**src/rtl/bb_sweeper_if.sv**
```systemverilog
// Handshake and stage-facing signals of the bb_sweeper characteriser.
// master = sweeper side, slave = host/stage side.
interface bb_sweeper_if;
    logic       start;
    logic       abort;
    logic       u_in;
    logic       q_out;
    logic       i_out;
    logic       f_out;
    logic       busy;
    logic       done;
    logic [7:0] table_out;
    logic       unstable;
    logic [7:0] expect_in;
    logic       mismatch;

    modport master (
        input  start, abort, u_in, expect_in,
        output q_out, i_out, f_out, busy, done, table_out, unstable, mismatch
    );

    modport slave (
        output start, abort, u_in, expect_in,
        input  q_out, i_out, f_out, busy, done, table_out, unstable, mismatch
    );
endinterface

```
**src/rtl/bb_sweeper.sv**
```systemverilog
// Sweeps {q,i,f} over a 3-input stage and captures u into an 8-bit truth table,
// repeating PASSES times to flag unstable outputs. BB_SWEEP_CHECK_EN builds the expect_in comparator.
module bb_sweeper #(
    parameter int SETTLE_CYCLES = 2,
    parameter int PASSES        = 1
) (
    input  logic         clk,
    input  logic         reset,
    bb_sweeper_if.master bus
);
    localparam int            SW          = (SETTLE_CYCLES > 0) ? $clog2(SETTLE_CYCLES + 1) : 1;
    localparam logic [SW-1:0] SETTLE_LAST = SW'(SETTLE_CYCLES);
    localparam logic [3:0]    PASS_LAST   = 4'(PASSES - 1);

    typedef enum logic [1:0] {IDLE, DRIVE, DONE} state_t;

    state_t        state;
    state_t        state_nxt;
    logic [2:0]    idx;
    logic [SW-1:0] settle;
    logic [3:0]    pass;
    logic [7:0]    table_r;
    logic          unstable_r;
    logic          mismatch_r;

    logic       accept;
    logic       drv_abort;
    logic       sample;
    logic       final_sample;
    logic [7:0] table_nxt;

    assign accept       = (state == IDLE) && bus.start && !bus.abort;
    assign drv_abort    = (state == DRIVE) && bus.abort;
    assign sample       = (state == DRIVE) && !bus.abort && (settle == SETTLE_LAST);
    assign final_sample = sample && (idx == 3'd7) && (pass == PASS_LAST);

    // Table as it will stand after this edge; used by the comparator on the final sample.
    always_comb begin
        table_nxt = table_r;
        if (pass == 4'd0) begin
            table_nxt[idx] = bus.u_in;
        end
    end

    always_ff @(posedge clk) begin
        if (reset) begin
            state <= IDLE;
        end else begin
            state <= state_nxt;
        end
    end

    always_comb begin
        state_nxt = state;
        case (state)
            IDLE:    if (accept) state_nxt = DRIVE;
            DRIVE: begin
                if (bus.abort) begin
                    state_nxt = IDLE;
                end else if (final_sample) begin
                    state_nxt = DONE;
                end
            end
            DONE:    state_nxt = IDLE;
            default: state_nxt = IDLE;
        endcase
    end

    always_comb begin
        bus.busy  = 1'b0;
        bus.done  = 1'b0;
        bus.q_out = 1'b0;
        bus.i_out = 1'b0;
        bus.f_out = 1'b0;
        case (state)
            DRIVE: begin
                bus.busy                      = 1'b1;
                {bus.q_out, bus.i_out, bus.f_out} = idx;
            end
            DONE:    bus.done = 1'b1;
            default: ;
        endcase
    end

    always_ff @(posedge clk) begin
        if (reset) begin
            idx        <= '0;
            settle     <= '0;
            pass       <= '0;
            table_r    <= '0;
            unstable_r <= 1'b0;
        end else if (accept) begin
            idx        <= '0;
            settle     <= '0;
            pass       <= '0;
            table_r    <= '0;
            unstable_r <= 1'b0;
        end else if (drv_abort) begin
            idx     <= '0;
            settle  <= '0;
            pass    <= '0;
            table_r <= '0;
        end else if (state == DRIVE) begin
            if (sample) begin
                settle <= '0;
                idx    <= idx + 3'd1;
                if (idx == 3'd7) begin
                    pass <= pass + 4'd1;
                end
                // Later passes only compare; the table keeps the pass-0 capture.
                if (pass == 4'd0) begin
                    table_r <= table_nxt;
                end else if (bus.u_in != table_r[idx]) begin
                    unstable_r <= 1'b1;
                end
            end else begin
                settle <= settle + SW'(1);
            end
        end
    end

`ifdef BB_SWEEP_CHECK_EN
    always_ff @(posedge clk) begin
        if (reset || accept || drv_abort) begin
            mismatch_r <= 1'b0;
        end else if (final_sample) begin
            mismatch_r <= (table_nxt != bus.expect_in);
        end
    end
`else
    logic [7:0] unused_expect;
    assign unused_expect = bus.expect_in;
    assign mismatch_r    = 1'b0;
`endif

    assign bus.table_out = table_r;
    assign bus.unstable  = unstable_r;
    assign bus.mismatch  = mismatch_r;
endmodule

```
**src/flat_wrapper.sv**
```systemverilog
// flat-port wrapper written by rule: the top's interface ports become plain ports
module bb_sweeper_flat 
#(
    parameter int SETTLE_CYCLES = 2,
    parameter int PASSES        = 1
)
  (clk, reset, bus_start, bus_abort, bus_u_in, bus_expect_in, bus_q_out, bus_i_out, bus_f_out, bus_busy, bus_done, bus_table_out, bus_unstable, bus_mismatch);
  bb_sweeper_if bus_i ();
  input  logic clk;
  input  logic reset;
  input wire logic [$bits(bus_i.start)-1:0] bus_start;
  input wire logic [$bits(bus_i.abort)-1:0] bus_abort;
  input wire logic [$bits(bus_i.u_in)-1:0] bus_u_in;
  input wire logic [$bits(bus_i.expect_in)-1:0] bus_expect_in;
  output wire logic [$bits(bus_i.q_out)-1:0] bus_q_out;
  output wire logic [$bits(bus_i.i_out)-1:0] bus_i_out;
  output wire logic [$bits(bus_i.f_out)-1:0] bus_f_out;
  output wire logic [$bits(bus_i.busy)-1:0] bus_busy;
  output wire logic [$bits(bus_i.done)-1:0] bus_done;
  output wire logic [$bits(bus_i.table_out)-1:0] bus_table_out;
  output wire logic [$bits(bus_i.unstable)-1:0] bus_unstable;
  output wire logic [$bits(bus_i.mismatch)-1:0] bus_mismatch;
  assign bus_i.start = bus_start;
  assign bus_i.abort = bus_abort;
  assign bus_i.u_in = bus_u_in;
  assign bus_i.expect_in = bus_expect_in;
  assign bus_q_out = bus_i.q_out;
  assign bus_i_out = bus_i.i_out;
  assign bus_f_out = bus_i.f_out;
  assign bus_busy = bus_i.busy;
  assign bus_done = bus_i.done;
  assign bus_table_out = bus_i.table_out;
  assign bus_unstable = bus_i.unstable;
  assign bus_mismatch = bus_i.mismatch;
  bb_sweeper #(.SETTLE_CYCLES(SETTLE_CYCLES), .PASSES(PASSES)) u_core (.clk(clk), .reset(reset), .bus(bus_i));
endmodule
```
**config.mk**
```make
export PLATFORM = sky130hd
export DESIGN_NAME = bb_sweeper_flat
export DESIGN_NICKNAME = d
export VERILOG_FILES = /design/src/rtl/bb_sweeper_if.sv /design/src/rtl/bb_sweeper.sv /design/src/flat_wrapper.sv
export SDC_FILE = /design/constraint.sdc
export NUM_CORES = 1
export LEC_CHECK = 0
export CAP_MARGIN = 30
export CORE_ASPECT_RATIO = 1.5
export CORE_MARGIN = 2
export CORE_UTILIZATION = 47
export DETAILED_ROUTE_END_ITERATION = 8
export GPL_TIMING_DRIVEN = 0
export PLACE_DENSITY = 0.79
export SLEW_MARGIN = 20
export SYNTH_ARGS = -nofsm -noshare
export SYNTH_HDL_FRONTEND = slang
export SYNTH_SLANG_ARGS = --single-unit
```
**constraint.sdc**
```tcl
create_clock -name clk -period 2 [get_ports clk]
set_clock_uncertainty 0.05 [all_clocks]
set_input_delay 0.2 -clock clk [delete_from_list [all_inputs] [get_ports clk]]
set_output_delay 0.2 -clock clk [all_outputs]
set_load 0.03 [all_outputs]
```
# == Yosys cells after proc, flatten, opt, wreduce, memory -nomap -nowiden ==
# Cells that the tools add are included.
# classes
add_sub_neg,3
multipliers,0
div_mod_pow,0
order_cmp,2
eq_ne,7
shifts,0
n_mux,15
bitwise,2
reduce_logical,18
# ops
operator,count
$bwmux W8,1
$logic_and A1 B1 Y1,8
$mux W2,4
$mux W1,7
$reduce_and A3 Y1,2
$reduce_and A5 Y1,1
$add A4 B1 Y4 const B,1
$eq A2 B2 Y1 const B,2
$logic_not A4 Y1,1
$lt A3 B4 Y1 const B,1
$pmux W2 S2,1
$reduce_and A2 Y1,2
$add A3 B1 Y3 const B,1
$bmux W1 S3,1
$demux W1 S3,1
$eq A3 B3 Y1 const B,1
$ge A3 B1 Y1 const B,1
$ne A3 B2 Y1 const B,1
$reduce_or A3 Y1,1
$add A2 B1 Y2 const B,1
$eq A2 B1 Y1 const B,1
$logic_not A2 Y1,1
$ne A2 B1 Y1 const B,1
$not A1 Y1,2
3 further kinds,3
# totals
reg_bits,20
latch_bits,0
mem_bits_rw,0
rom_bits,0
elab_cells,53
memories,0

# == Depth between registers and ports, before layout ==
# Gate-level depths: netlist of the first run.
# logic_depth
word_depth,8
depth_mapped,6
depth_no_buf,6

# == Worst setup path before layout of the first run ==
# No wires, ideal clock.
# synth_path
kind,register to register
startpoint,register u_core.pass[0]
endpoint,register u_core.table_r[1] (netlist: u_core.bus.table_out[1])
setup_ns,0.121
arrival_ns,1.459
required_ns,1.829
path_slack_ns,0.370
path_stages_with_launch,7
path_buffers,0
period_less_slack_ns,1.630
cell_sequence,dfxtp_1 > inv_1 > ha_1 > or3b_2 > nor4_4 > nand3b_1 > mux2i_1
# synth_via
elab_chain_cells,2
# synth_rtl
item,line,rtl
start: declaration,bb_sweeper.sv:21,logic [3:0] pass;
start signal: assignment,bb_sweeper.sv:108,pass <= pass + 4'd1;
$logic_not A4 Y1,"bb_sweeper.sv:40, bb_sweeper.sv:111",
$reduce_and A3 Y1 (no line),-,
end signal: assignment,bb_sweeper.sv:112,table_r <= table_nxt;
end: declaration,bb_sweeper.sv:22,logic [7:0] table_r;
# Every way passes these cells.
# A chain may end at the register's enable or synchronous reset.

# == Final worst setup path of the first run ==
# layout_path
startpoint,register u_core.state[0]
endpoint,output bus_i_out
# layout_via
elab_chain_cells,2
# layout_rtl
item,line,rtl
start: declaration,bb_sweeper.sv:17,state_t state;
start signal: assignment,bb_sweeper.sv:49,state <= state_nxt;
$eq A2 B1 Y1,bb_sweeper.sv:75,case (state)
$mux W1,bb_sweeper.sv:75,
end: declaration,flat_wrapper.sv:16,output wire logic [$bits(bus_i.i_out)-1:0] bus_i_out;
# Every way passes these cells.

==> results of run 1 <==
==> routing by layer <==
metal	track usage [%]	routed length, um
met1	22.7	984
met2	32.5	1260
met3	1.73	61
met4	9.47	54
met5	0	0
==> repair_timing <==
item	4_1_cts	5_1_grt
hold buffers	0	0
setup endpoints to repair	4	0
resized for setup	4	0
==> registers in the layout, indices dropped and copies added, names as in the netlist <==
register and cells:
u_core.settle 2, u_core.idx 3, u_core.state 2, u_core.bus.table_out 8, u_core.bus.unstable 1, u_core.pass 4
==> where the power goes <==
part           internal, mW  total [mW]  switching, mW
Combinational        0.0210      0.0543         0.0333
Sequential            0.400       0.403        0.00234
Clock                 0.111       0.242          0.130
Total                 0.533       0.699          0.166
==> cell usage after synthesis (all sizes together), types with 2 or more instances <==
master | count | share of area [%]
dfxtp | 20 | 37
nand2 | 19 | 6.8
mux2i | 10 | 9.2
nor2 | 9 | 3.1
nand3 | 7 | 3.2
buf | 5 | 2.6
ha | 4 | 4.6
nor2b | 4 | 2.3
xor2 | 4 | 3.2
a21oi | 3 | 1.4
and2 | 3 | 1.7
inv | 3 | 1.0
nand4 | 3 | 1.7
nor4 | 3 | 3.1
and3 | 2 | 1.2
mux4 | 2 | 4.1
nand3b | 2 | 1.4
nor3b | 2 | 1.8
or3b | 2 | 1.8
==> cell type report <==
class	instances	share of cell area [%]
multi-input combinational	90	48.7
clock buffer	4	2.74
inverter	3	0.849
sequential	20	30.2
buffer	5	2.17
tap	23	2.17
timing repair buffer	18	13.2
==> kinds of logic (layout without fill, tap and decap cells) <==
family / count (synthesis) / after routing / share of synthesized area, %
fa+ha+maj: 4 / 4 / 4.61
flops: 20 / 20 / 36.9
buf+inv: 8 / 30 / 3.69
other cells: 1 / 1 / 0.345
simple gates: 61 / 61 / 31.5
compound gates: 7 / 7 / 5.65
xor+xnor: 5 / 5 / 4.03
mux: 12 / 12 / 13.4
==> critical path: cells and delay by family, from the launching register on <==
family,cells,cell delay [ps]
simple gates,2,290
flops,1,410
buf+inv,2,610
==> final timing paths <==
kind,startpoint,to,slack (ps),cells past startpoint
setup / recovery,u_core.state[0],bus_i_out,130,4
setup reg to reg,u_core.pass[0],u_core.bus.table_out[3],190,6
hold reg to reg,u_core.bus.unstable,u_core.bus.unstable,430,2
hold / removal,u_core.bus.unstable,u_core.bus.unstable,430,2
==> flow_summary.ini, run 1 <==
[power_and_ir_drop]
power.total_uw = 699
power_density_nw_per_um2 = 527
vdd_drop_max_mv = 0.302
p_leak_nw = 0.568

[timing]
fmax_mhz = 533
fin_crit_ps = 1870
grt_setup_unrepaired = no
fin_ws_ps = 125
timing.slew.headroom_pct = 63.7
setup_viol = 0
hold_viol = 0
tightest_slew_ps = 542
whs_ps = 435
min_period_over_period_pct = 93.7
drv_slew = 0
fin_tns_setup_ps = 0

[synthesis]
netlist_area_sq_um = 1090
synthCells = 118
synth_edf_count = 0
ys_types = 36
syn_nets = 135
synthFlopType = dfxtp_1
synth_warnings = 0
synth_seq_cells = 20
avgSynthCellArea_sq_um = 9.20
synth-seq-area-share_pct = 36.9
synthArstFlopShare_pct = 0

[die]
ios = 28
dieArea_sq_um = 2720
core_area_sq_um = 2210
fp.dieW_um = 43.3
die_h_um = 62.9
start_util_pct = 49.2
row_count = 21

[critical_path]
startpoint_type = flop
cp_cell_sequence = nor2b_1, buf_2, and2_1, dlygate4sd2_1
max_stage_delay_ps = 410
crit_slowest_cell = dfxtp_1
end_kind = output port
worst-path-max-fanout = 8
arrival_ps = 1620
required_ps = 1750
critical_path_class = reg -> out

[grt]
grt_use_total_pct = 18.9
grt-ovfl-total = 0
grt_max_degree = 12
grt_pass1_wl_mm = 4.03
grt_antenna_before_repair = 0
grt_pass1_vias = 923

[status]
status = completed

[drt]
vias = 910
wl_per_cell_um = 14.5
final_antenna_net_count = 0
routed_via_density = 5.58
drcViolationCount = 0
drt-total-wl_mm = 2.36
dr.pass1.iters = 4
drtIter0Drc = 14

[final_layout]
final_cells = 163
diodes = 0
n_fill_cell = 216
regArea_sq_um = 400
final_cell_mix = 20 x dfxtp_1, 18 x nand2_1, 14 x clkdlybuf4s50_1
final_util_pct = 60.1
nNetsFinal = 158
layout-drive-gt1-share_pct = 11.4
mostFrequentLayoutCell = dfxtp_1
syn2layout_area_growth_pct = 22.1
multiInputGateArea_sq_um = 646
fin_area_sq_um = 1330

[run]
drv_cap = 0

[clock_tree]
insertion_delay_ps = 310
clk_path_buf_depth = 2
cts_buffers = 3
cts_setup_buffers = 0
clockRootBuffer = clkbuf_4
clkSlewWorstSetupHoldPaths_ps = 120
cts_sinks = 20
cts_tree = built
cts_max_level = 1

[placed_design]
io_buffers = 18
dpl.hpwl_mm = 1.78
place_area_sq_um = 1290
dp_cells = 159
dpl_worst_slack_ps = -114
gp_congestion = 0.751

[min_path]
min_path_type = reg -> reg
Note: power is estimated with default switching activity, not from simulation.
==> inputs of run 2 (changes only) <==
TNS_END_PERCENT = 5   (was unset)
==> results of run 2 <==
No change in the layout: final DEF, timing and power equal those of run 1.
==> inputs of run 3 (changes only) <==
CTS_CLUSTER_DIAMETER = 120   (was unset)
==> results of run 3 <==
No change in the layout: final DEF, timing and power equal those of run 1.
